==> config.mk <==
export PLATFORM = sky130hd
export DESIGN_NAME = trigger_ctl_avmm_master
export DESIGN_NICKNAME = d
export VERILOG_FILES = /design/src/rtl/trigger_ctl_pkg.sv /design/src/rtl/trigger_ctl_avmm_master.sv
export SDC_FILE = /design/constraint.sdc
export NUM_CORES = 1
export LEC_CHECK = 0
export BUFFER_PORTS_ARGS = -buffer_cell sky130_fd_sc_hd__buf_2
export CAP_MARGIN = 5
export CELL_PAD_IN_SITES_DETAIL_PLACEMENT = 0
export CELL_PAD_IN_SITES_GLOBAL_PLACEMENT = 1
export CORE_ASPECT_RATIO = 0.8
export CORE_MARGIN = 4
export CORE_UTILIZATION = 39
export CTS_CLUSTER_SIZE = 40
export DETAILED_ROUTE_END_ITERATION = 8
export PLACE_DENSITY_LB_ADDON = 0.12
export SYNTH_ARGS = -nofsm -noshare
export SYNTH_HDL_FRONTEND = slang
export SYNTH_SLANG_ARGS = --single-unit
export TNS_END_PERCENT = 20
==> constraint.sdc <==
create_clock -name clk -period 3.4 [get_ports clk]
set_clock_uncertainty 0.2 [all_clocks]
set_input_delay 0.17 -clock clk [delete_from_list [all_inputs] [get_ports clk]]
set_output_delay 0.17 -clock clk [all_outputs]
set_load 0.1 [all_outputs]
==> src/rtl/trigger_ctl_pkg.sv <==
// Shared encodings for the trigger-control Avalon-MM initiator:
// command ops, response status, PIO register offsets and FSM states.
package trigger_ctl_pkg;

   localparam logic [2:0] OP_WRITE = 3'd0;
   localparam logic [2:0] OP_SET   = 3'd1;
   localparam logic [2:0] OP_CLEAR = 3'd2;
   localparam logic [2:0] OP_READ  = 3'd3;
   localparam logic [2:0] OP_POLL  = 3'd4;
   localparam logic [2:0] OP_PULSE = 3'd5;

   localparam logic [1:0] ST_OK      = 2'd0;
   localparam logic [1:0] ST_TIMEOUT = 2'd1;
   localparam logic [1:0] ST_ILLEGAL = 2'd2;

   localparam int unsigned REG_DATA  = 0;
   localparam int unsigned REG_SET   = 4;
   localparam int unsigned REG_CLEAR = 5;

   typedef enum logic [2:0] {
      S_IDLE,
      S_WR,
      S_RD,
      S_RD_WAIT,
      S_HOLD,
      S_CLR,
      S_RESP
   } state_e;

endpackage

==> src/rtl/trigger_ctl_avmm_master.sv <==
// Avalon-MM initiator driving a trigger-control PIO slave from a
// command/response stream: writes, set/clear, reads, polls and pulses.
module trigger_ctl_avmm_master
   import trigger_ctl_pkg::*;
#(
   parameter int ADDR_W       = 3,
   parameter int DATA_W       = 32,
   parameter int PORT_W       = 8,
   parameter int READ_LATENCY = 1,
   parameter int TIMEOUT_W    = 16
) (
   input  logic                 clk,
   input  logic                 reset_n,
   input  logic                 cmd_valid,
   output logic                 cmd_ready,
   input  logic [2:0]           cmd_op,
   input  logic [PORT_W-1:0]    cmd_data,
   input  logic [PORT_W-1:0]    cmd_mask,
   input  logic [TIMEOUT_W-1:0] cmd_timeout,
   output logic                 rsp_valid,
   output logic [PORT_W-1:0]    rsp_data,
   output logic [1:0]           rsp_status,
   output logic [ADDR_W-1:0]    avm_address,
   output logic                 avm_chipselect,
   output logic                 avm_write_n,
   output logic [DATA_W-1:0]    avm_writedata,
   input  logic [DATA_W-1:0]    avm_readdata
);

   localparam int LAT_W = (READ_LATENCY > 1) ? $clog2(READ_LATENCY) : 1;

   state_e               state;
   logic [2:0]           op_q;
   logic [PORT_W-1:0]    data_q;
   logic [PORT_W-1:0]    mask_q;
   logic [TIMEOUT_W-1:0] tmo_q;
   logic [TIMEOUT_W-1:0] cnt;
   logic [LAT_W-1:0]     lat_cnt;

   logic [PORT_W-1:0]    rd_val;
   logic                 rd_match;
   logic                 unused_rd_hi;

   assign rd_val       = avm_readdata[PORT_W-1:0];
   assign rd_match     = (rd_val & mask_q) == (data_q & mask_q);
   assign unused_rd_hi = ^avm_readdata[DATA_W-1:PORT_W];

   function automatic logic [TIMEOUT_W-1:0] sat_inc(
      input logic [TIMEOUT_W-1:0] v
   );
      return (v == '1) ? v : v + 1'b1;
   endfunction

   function automatic logic [ADDR_W-1:0] wr_addr(input logic [2:0] op);
      logic [ADDR_W-1:0] a;
      a = ADDR_W'(REG_DATA);
      if (op == OP_SET || op == OP_PULSE) a = ADDR_W'(REG_SET);
      if (op == OP_CLEAR) a = ADDR_W'(REG_CLEAR);
      return a;
   endfunction

   always_ff @(posedge clk) begin
      if (!reset_n) begin
         state          <= S_IDLE;
         cmd_ready      <= 1'b0;
         op_q           <= '0;
         data_q         <= '0;
         mask_q         <= '0;
         tmo_q          <= '0;
         cnt            <= '0;
         lat_cnt        <= '0;
         rsp_valid      <= 1'b0;
         rsp_data       <= '0;
         rsp_status     <= ST_OK;
         avm_address    <= '0;
         avm_chipselect <= 1'b0;
         avm_write_n    <= 1'b1;
         avm_writedata  <= '0;
      end else begin
         unique case (state)
            S_IDLE: begin
               cmd_ready <= 1'b1;
               if (cmd_valid && cmd_ready) begin
                  cmd_ready <= 1'b0;
                  op_q      <= cmd_op;
                  data_q    <= cmd_data;
                  mask_q    <= cmd_mask;
                  tmo_q     <= cmd_timeout;
                  cnt       <= '0;
                  unique case (cmd_op)
                     OP_WRITE, OP_SET, OP_CLEAR, OP_PULSE: begin
                        state          <= S_WR;
                        avm_chipselect <= 1'b1;
                        avm_write_n    <= 1'b0;
                        avm_address    <= wr_addr(cmd_op);
                        avm_writedata  <= DATA_W'(cmd_data);
                     end
                     OP_READ, OP_POLL: begin
                        state          <= S_RD;
                        avm_chipselect <= 1'b1;
                        avm_address    <= ADDR_W'(REG_DATA);
                     end
                     default: begin
                        state      <= S_RESP;
                        rsp_valid  <= 1'b1;
                        rsp_status <= ST_ILLEGAL;
                        rsp_data   <= cmd_data;
                     end
                  endcase
               end
            end
            S_WR: begin
               avm_chipselect <= 1'b0;
               avm_write_n    <= 1'b1;
               avm_address    <= '0;
               avm_writedata  <= '0;
               if (op_q == OP_PULSE && tmo_q != '0) begin
                  state <= S_HOLD;
                  cnt   <= tmo_q;
               end else if (op_q == OP_PULSE) begin
                  state          <= S_CLR;
                  avm_chipselect <= 1'b1;
                  avm_write_n    <= 1'b0;
                  avm_address    <= ADDR_W'(REG_CLEAR);
                  avm_writedata  <= DATA_W'(data_q);
               end else begin
                  state      <= S_RESP;
                  rsp_valid  <= 1'b1;
                  rsp_status <= ST_OK;
                  rsp_data   <= data_q;
               end
            end
            S_HOLD: begin
               // cnt counts down the remaining hold cycles
               if (cnt <= 1) begin
                  state          <= S_CLR;
                  avm_chipselect <= 1'b1;
                  avm_write_n    <= 1'b0;
                  avm_address    <= ADDR_W'(REG_CLEAR);
                  avm_writedata  <= DATA_W'(data_q);
               end else begin
                  cnt <= cnt - 1'b1;
               end
            end
            S_CLR: begin
               avm_chipselect <= 1'b0;
               avm_write_n    <= 1'b1;
               avm_address    <= '0;
               avm_writedata  <= '0;
               state          <= S_RESP;
               rsp_valid      <= 1'b1;
               rsp_status     <= ST_OK;
               rsp_data       <= data_q;
            end
            S_RD: begin
               avm_chipselect <= 1'b0;
               avm_address    <= '0;
               cnt            <= sat_inc(cnt);
               lat_cnt        <= LAT_W'(READ_LATENCY - 1);
               state          <= S_RD_WAIT;
            end
            S_RD_WAIT: begin
               cnt <= sat_inc(cnt);
               if (lat_cnt != '0) begin
                  lat_cnt <= lat_cnt - 1'b1;
               end else if (op_q == OP_READ || rd_match) begin
                  state      <= S_RESP;
                  rsp_valid  <= 1'b1;
                  rsp_status <= ST_OK;
                  rsp_data   <= rd_val;
               end else if (cnt >= tmo_q) begin
                  state      <= S_RESP;
                  rsp_valid  <= 1'b1;
                  rsp_status <= ST_TIMEOUT;
                  rsp_data   <= rd_val;
               end else begin
                  state          <= S_RD;
                  avm_chipselect <= 1'b1;
                  avm_address    <= ADDR_W'(REG_DATA);
               end
            end
            S_RESP: begin
               rsp_valid  <= 1'b0;
               rsp_data   <= '0;
               rsp_status <= ST_OK;
               cmd_ready  <= 1'b1;
               state      <= S_IDLE;
            end
            default: state <= S_IDLE;
         endcase
      end
   end

endmodule

== Word level (Yosys, flattened, before mapping) ==
Index checks and enable logic that the tools add are counted.

* Flip-flop bits (word level): 104

* Add/subtract/negate cells: 3
* Mux-type cells: 73
* Order comparisons: 2
* Equality and inequality tests: 30
* Reductions and logical operators: 28
* Bitwise gates (word level): 2

{| class="wikitable"
|+ Operators by type and width
! operator !! count
|-
| $pmux 32 s4 || 1
|-
| $mux 32 || 3
|-
| $mux 8 || 9
|-
| $mux 16 || 4
|-
| $pmux 16 s4 || 1
|-
| $pmux 8 s5 || 1
|-
| $mux 3 || 13
|-
| $reduce_and 7->1 || 4
|-
| $ne 2x2->1 const B || 12
|-
| $mux 1 || 22
|-
| $eq 3x3->1 const B || 6
|-
| $mux 2 || 9
|-
| $pmux 3 s6 || 1
|-
| $add 16x1->16 const B || 1
|-
| $and 8x8->8 || 2
|-
| $eq 16x16->1 const B || 1
|-
| $ge 16x16->1 || 1
|-
| $le 16x1->1 const B || 1
|-
| $reduce_bool 16->1 || 1
|-
| $sub 16x1->16 const B || 1
|-
| $eq 3x2->1 const B || 5
|-
| $pmux 3 s5 || 1
|-
| $pmux 3 s2 || 2
|-
| $reduce_bool 4->1 || 3
|-
| 22 further kinds || 33
|}

== Depth between registers and ports, before layout ==
* Depth after elaboration: 7
* Depth in mapped cells: 9
* Gate-level depth less buffers: 8

== Worst setup path after synthesis ==
Ideal clock, no wire load.

* Path type: register to register
* Start: register cmd_ready
* End: register rsp_status[1]
* Clock period less this slack: 2739 ps
* Setup slack: 661 ps
* Cell stages (with the launch flop): 8
* Required time: 3083 ps
* Buffers on the path: 1
* Arrival: 2422 ps
* Cells stage by stage: dfxtp_1 -> nand2_1 -> nor3_1 -> a32oi_1 -> o221ai_1 -> o21ai_1 -> buf_2 -> a32o_1

* Cells in the longest elaborated chain, start to end: 3

{| class="wikitable"
|+ Ends and longest elaborated chain
! what !! line !! text
|-
| from (decl) || trigger_ctl_avmm_master.sv:15 || <nowiki>output logic cmd_ready,</nowiki>
|-
| from (signal assigned) || trigger_ctl_avmm_master.sv:65 || <nowiki>cmd_ready <= 1'b0;</nowiki>
|-
| from (signal assigned) || trigger_ctl_avmm_master.sv:82 || <nowiki>cmd_ready <= 1'b1;</nowiki>
|-
| from (signal assigned) || trigger_ctl_avmm_master.sv:84 || <nowiki>cmd_ready <= 1'b0;</nowiki>
|-
| $logic_and 1x1->1 || trigger_ctl_avmm_master.sv:83 || <nowiki>if (cmd_valid && cmd_ready) begin</nowiki>
|-
| $ne 2x2->1 (no source line) || -- ||
|-
| $reduce_and 7->1 (no source line) || -- ||
|-
| to (signal assigned) || trigger_ctl_avmm_master.sv:74 || <nowiki>rsp_status <= ST_OK;</nowiki>
|-
| to (signal assigned) || trigger_ctl_avmm_master.sv:106 || <nowiki>rsp_status <= ST_ILLEGAL;</nowiki>
|-
| to (signal assigned) || trigger_ctl_avmm_master.sv:129 || <nowiki>rsp_status <= ST_OK;</nowiki>
|-
| to (decl) || trigger_ctl_avmm_master.sv:22 || <nowiki>output logic [1:0] rsp_status,</nowiki>
|}

No other way between the ends.
A chain may end at the register's enable or synchronous reset.

== Final worst setup path ==
* Start: register tmo_q[13]
* End: register rsp_data[2]

* Cells in the longest elaborated chain, start to end: 4

{| class="wikitable"
|+ Ends and longest elaborated chain
! what !! line !! text
|-
| from (decl) || trigger_ctl_avmm_master.sv:36 || <nowiki>logic [TIMEOUT_W-1:0] tmo_q;</nowiki>
|-
| from (signal assigned) || trigger_ctl_avmm_master.sv:88 || <nowiki>tmo_q <= cmd_timeout;</nowiki>
|-
| branches (longest 3 deep; another with $ge 16x16->1) || -- ||
|-
| $reduce_and 7->1 (no source line) (*) || -- ||
|-
| to (signal assigned) || trigger_ctl_avmm_master.sv:107 || <nowiki>rsp_data <= cmd_data;</nowiki>
|-
| to (signal assigned) || trigger_ctl_avmm_master.sv:130 || <nowiki>rsp_data <= data_q;</nowiki>
|-
| to (signal assigned) || trigger_ctl_avmm_master.sv:153 || <nowiki>rsp_data <= data_q;</nowiki>
|-
| to (decl) || trigger_ctl_avmm_master.sv:21 || <nowiki>output logic [PORT_W-1:0] rsp_data,</nowiki>
|}

Every way passes the cells marked *.

==> run metrics <==
Worst Reg-to-Reg Cells=9; Final Hold Vio Count=0; area occupied by multi-input gates=2910 um^2; crit-path cells=inv_1 -> ha_1 -> a21o_1 -> a21o_1 -> a2111oi_0 -> o211ai_1 -> o21ai_1 -> buf_4 -> mux2i_1; wire length per cell=17.0 um; ys flop type=dfxtp_1; Switching Share=0.517; Post-CTS Hold Buffers=35; clock power share=0.185; Die X=133 um; 1st-iter DRT viols=339; nature of the critical path endpoint=register; endpoints failing setup=0; Post-Syn Area=4860 um^2; RSZ-0062 raised after global routing=false; FILL cells=1206; worst slew pin tran=754 ps; min-delay src=reset_n; critical path class=register to register; worst-case clock buffer depth=2; Die Y=108 um; CTS Buf Count=9; Arr. time, crit path=3120 ps; Warnings, synthesis=0; Final period util=0.895; TritonRoute pass-1 iters=5; Yosys top cell area share=0.321; Avg Vias per Cell=5.40; minimum clock period after layout=3040 ps; Hold WS=65.7 ps; PD cells=964 nW/um^2; Sum Neg Setup Slack=0 ps; Worst path top cell family by delay=compound AO/OA/AOI/OAI gates; flip-flop and latch area=1560 um^2; Layout Cells excl Fill=927; GR Overflow Total=0; count of flip-flops with a built-in enable after synthesis=0; clk_lat worst skew=360 ps; synth top area cells=dfxtp_1, nand2_1, a21oi_1, ha_1, buf_4; htree depth=3; VDD IR max=0.524 mV; post-synth top area cell=dfxtp_1; first-pass GRT wire length=24.9 mm; vias after detailed routing=5010; post_cts resized=0; die area=14300 um^2; antenna violations before repair=0; max incr delay on CP=630 ps; Final Power=5.88 mW; hpwl dp=11.2 mm; Most common cell on crit path=a21o_1; r2r setup slk=360 ps; Seq pwr share=0.229; Row Count=36; total track usage=0.222; vias in the first global route=4713; Initial Util=0.399; mean post-synth cell area=7.58 um^2; FFs w/ async S/R, synth=0; share of cells above drive strength 1=0.185; Final ANT Viol Nets=0; Final nets=840; critical path startpoint category=register; most common cell in the netlist=nand2_1; setup bufs post-CTS=0; Mapped Cells=642; CTS Sinks=78; Crit Reg-Reg Endpoint=rsp_data[2]; diode count=0; port buffer count=69; Synth-to-Final Area Change=25.3%; # DRC=0; worst r2r src=tmo_q[13]; internal power=2.84 mW; Max Cap Viol=0; #FFs+latches synth=78; Hold Crit Class=primary input to register; post-synthesis cell type count=70; leakage dissipation=2.50 nW; register clock-pin slew on the reported worst setup and hold paths=60 ps; Post-synth top cells=nand2_1, dfxtp_1, a21oi_1; core area=12200 um^2; placer congestion estimate=0.895; slowest stage cell on the critical path=o21ai_1; post-synthesis sequential area ratio=0.321; Slew Viols, Final=0; CTS tree=done; worst endpoint required time=3480 ps; Rel. slew slack=0.493; Top-Level Pins=119; maximum fanout along the worst path=6; WL final=15.8 mm; maximum clock rate=329 MHz; NetSw=3.04 mW; worst path bufs/invs=2; largest net degree at the start of global routing=39; placed insts=876; Root Driver=clkbuf_16; Worst Hold Path Cells=3; status=finished, final reports clean; Gate power share=0.586; Hold Path End=op_q[1]
## worst reg2reg max path: cells and delay by family, from the launching register on
family          cells  cell delay [ps]
compound gates      5             1620
fa+ha+maj           1              300
buf+inv             2              330
flops               1              340
mux                 1              190
## power groups by stage
stage                     clock network, mW  registers (mW)  logic [mW]
after floorplan                           0            2.04        1.86
after global placement                    0            1.35        3.36
after detailed placement                  0            1.36        3.38
after CTS                              1.11            1.34        3.42
after global routing                   1.14            1.38        3.72
final                                  1.09            1.35        3.44
## cell type report
class | count | share of cell area
clock buffers | 10 | 0.0392
clock inverters | 6 | 0.0152
inverters | 28 | 0.0172
multi-input cells | 493 | 0.478
flip-flops and latches | 78 | 0.256
well taps | 171 | 0.0351
repair buffers | 141 | 0.160
## state kept, by name, indices dropped and copies added, names as in the netlist
signal          count
cnt                16
tmo_q              16
avm_writedata       8
data_q              8
mask_q              8
rsp_data            8
op_q                3
state               3
avm_address         2
rsp_status          2
avm_chipselect      1
avm_write_n         1
cmd_ready           1
rsp_valid           1
## cells in the final DEF (no fill, tap or decap), drive strengths merged, types with 4 or more instances in the layout
master / count
a211oi: 5
a21oi: 74
a221oi: 11
a22oi: 8
a31oi: 6
a32oi: 4
buf: 106
clkbuf: 10
conb: 25
dfxtp: 78
dlygate4sd3: 35
ha: 19
inv: 28
mux2i: 10
nand2: 122
nand3: 14
nand4: 5
nor2: 35
nor3: 11
nor4: 12
o211ai: 5
o21ai: 32
o22ai: 12
o31ai: 5
or3: 4
xnor2: 7
xor2: 10
## routing by layer
| layer | share of wire | GRT usage |
|---|---|---|
| met5 | 0 | 0 |
| met4 | 0.015 | 0.0653 |
| met3 | 0.074 | 0.0551 |
| met2 | 0.42 | 0.326 |
| met1 | 0.49 | 0.319 |
## how the worst max path moves through the flow
stage,start,endpoint,cells after the start
2_1_floorplan,cmd_ready,rsp_status[1],7
3_3_place_gp,tmo_q[13],rsp_data[4],9
3_5_place_dp,tmo_q[13],rsp_data[2],9
4_1_cts,tmo_q[13],rsp_data[2],9
5_1_grt,tmo_q[13],rsp_data[4],9
6_report,tmo_q[13],rsp_data[2],9
## cells by family (layout without fill, tap and decap cells)
family | Yosys count | in the layout | synth area share
AO/OA/AOI/OAI | 199 | 199 | 0.263
XOR/XNOR | 17 | 17 | 0.0306
adder cells (fa/ha/maj) | 19 | 19 | 0.0489
buffers and inverters | 95 | 185 | 0.0995
flip-flops | 78 | 78 | 0.321
multiplexers | 11 | 11 | 0.0229
other | 1 | 25 | 0.000771
AND/OR/NAND/NOR | 222 | 222 | 0.213
## through the flow
step / utilization / instance area [um^2] / setup WS (ps)
after floorplan: - / 4950 / 661
after global placement: 0.444 / 5420 / 393
after detailed placement: 0.444 / 5420 / 328
after CTS: 0.499 / 6100 / 326
after global routing: 0.499 / 6100 / 103
final: 0.499 / 6100 / 358
(Power assumes the default switching activity.)
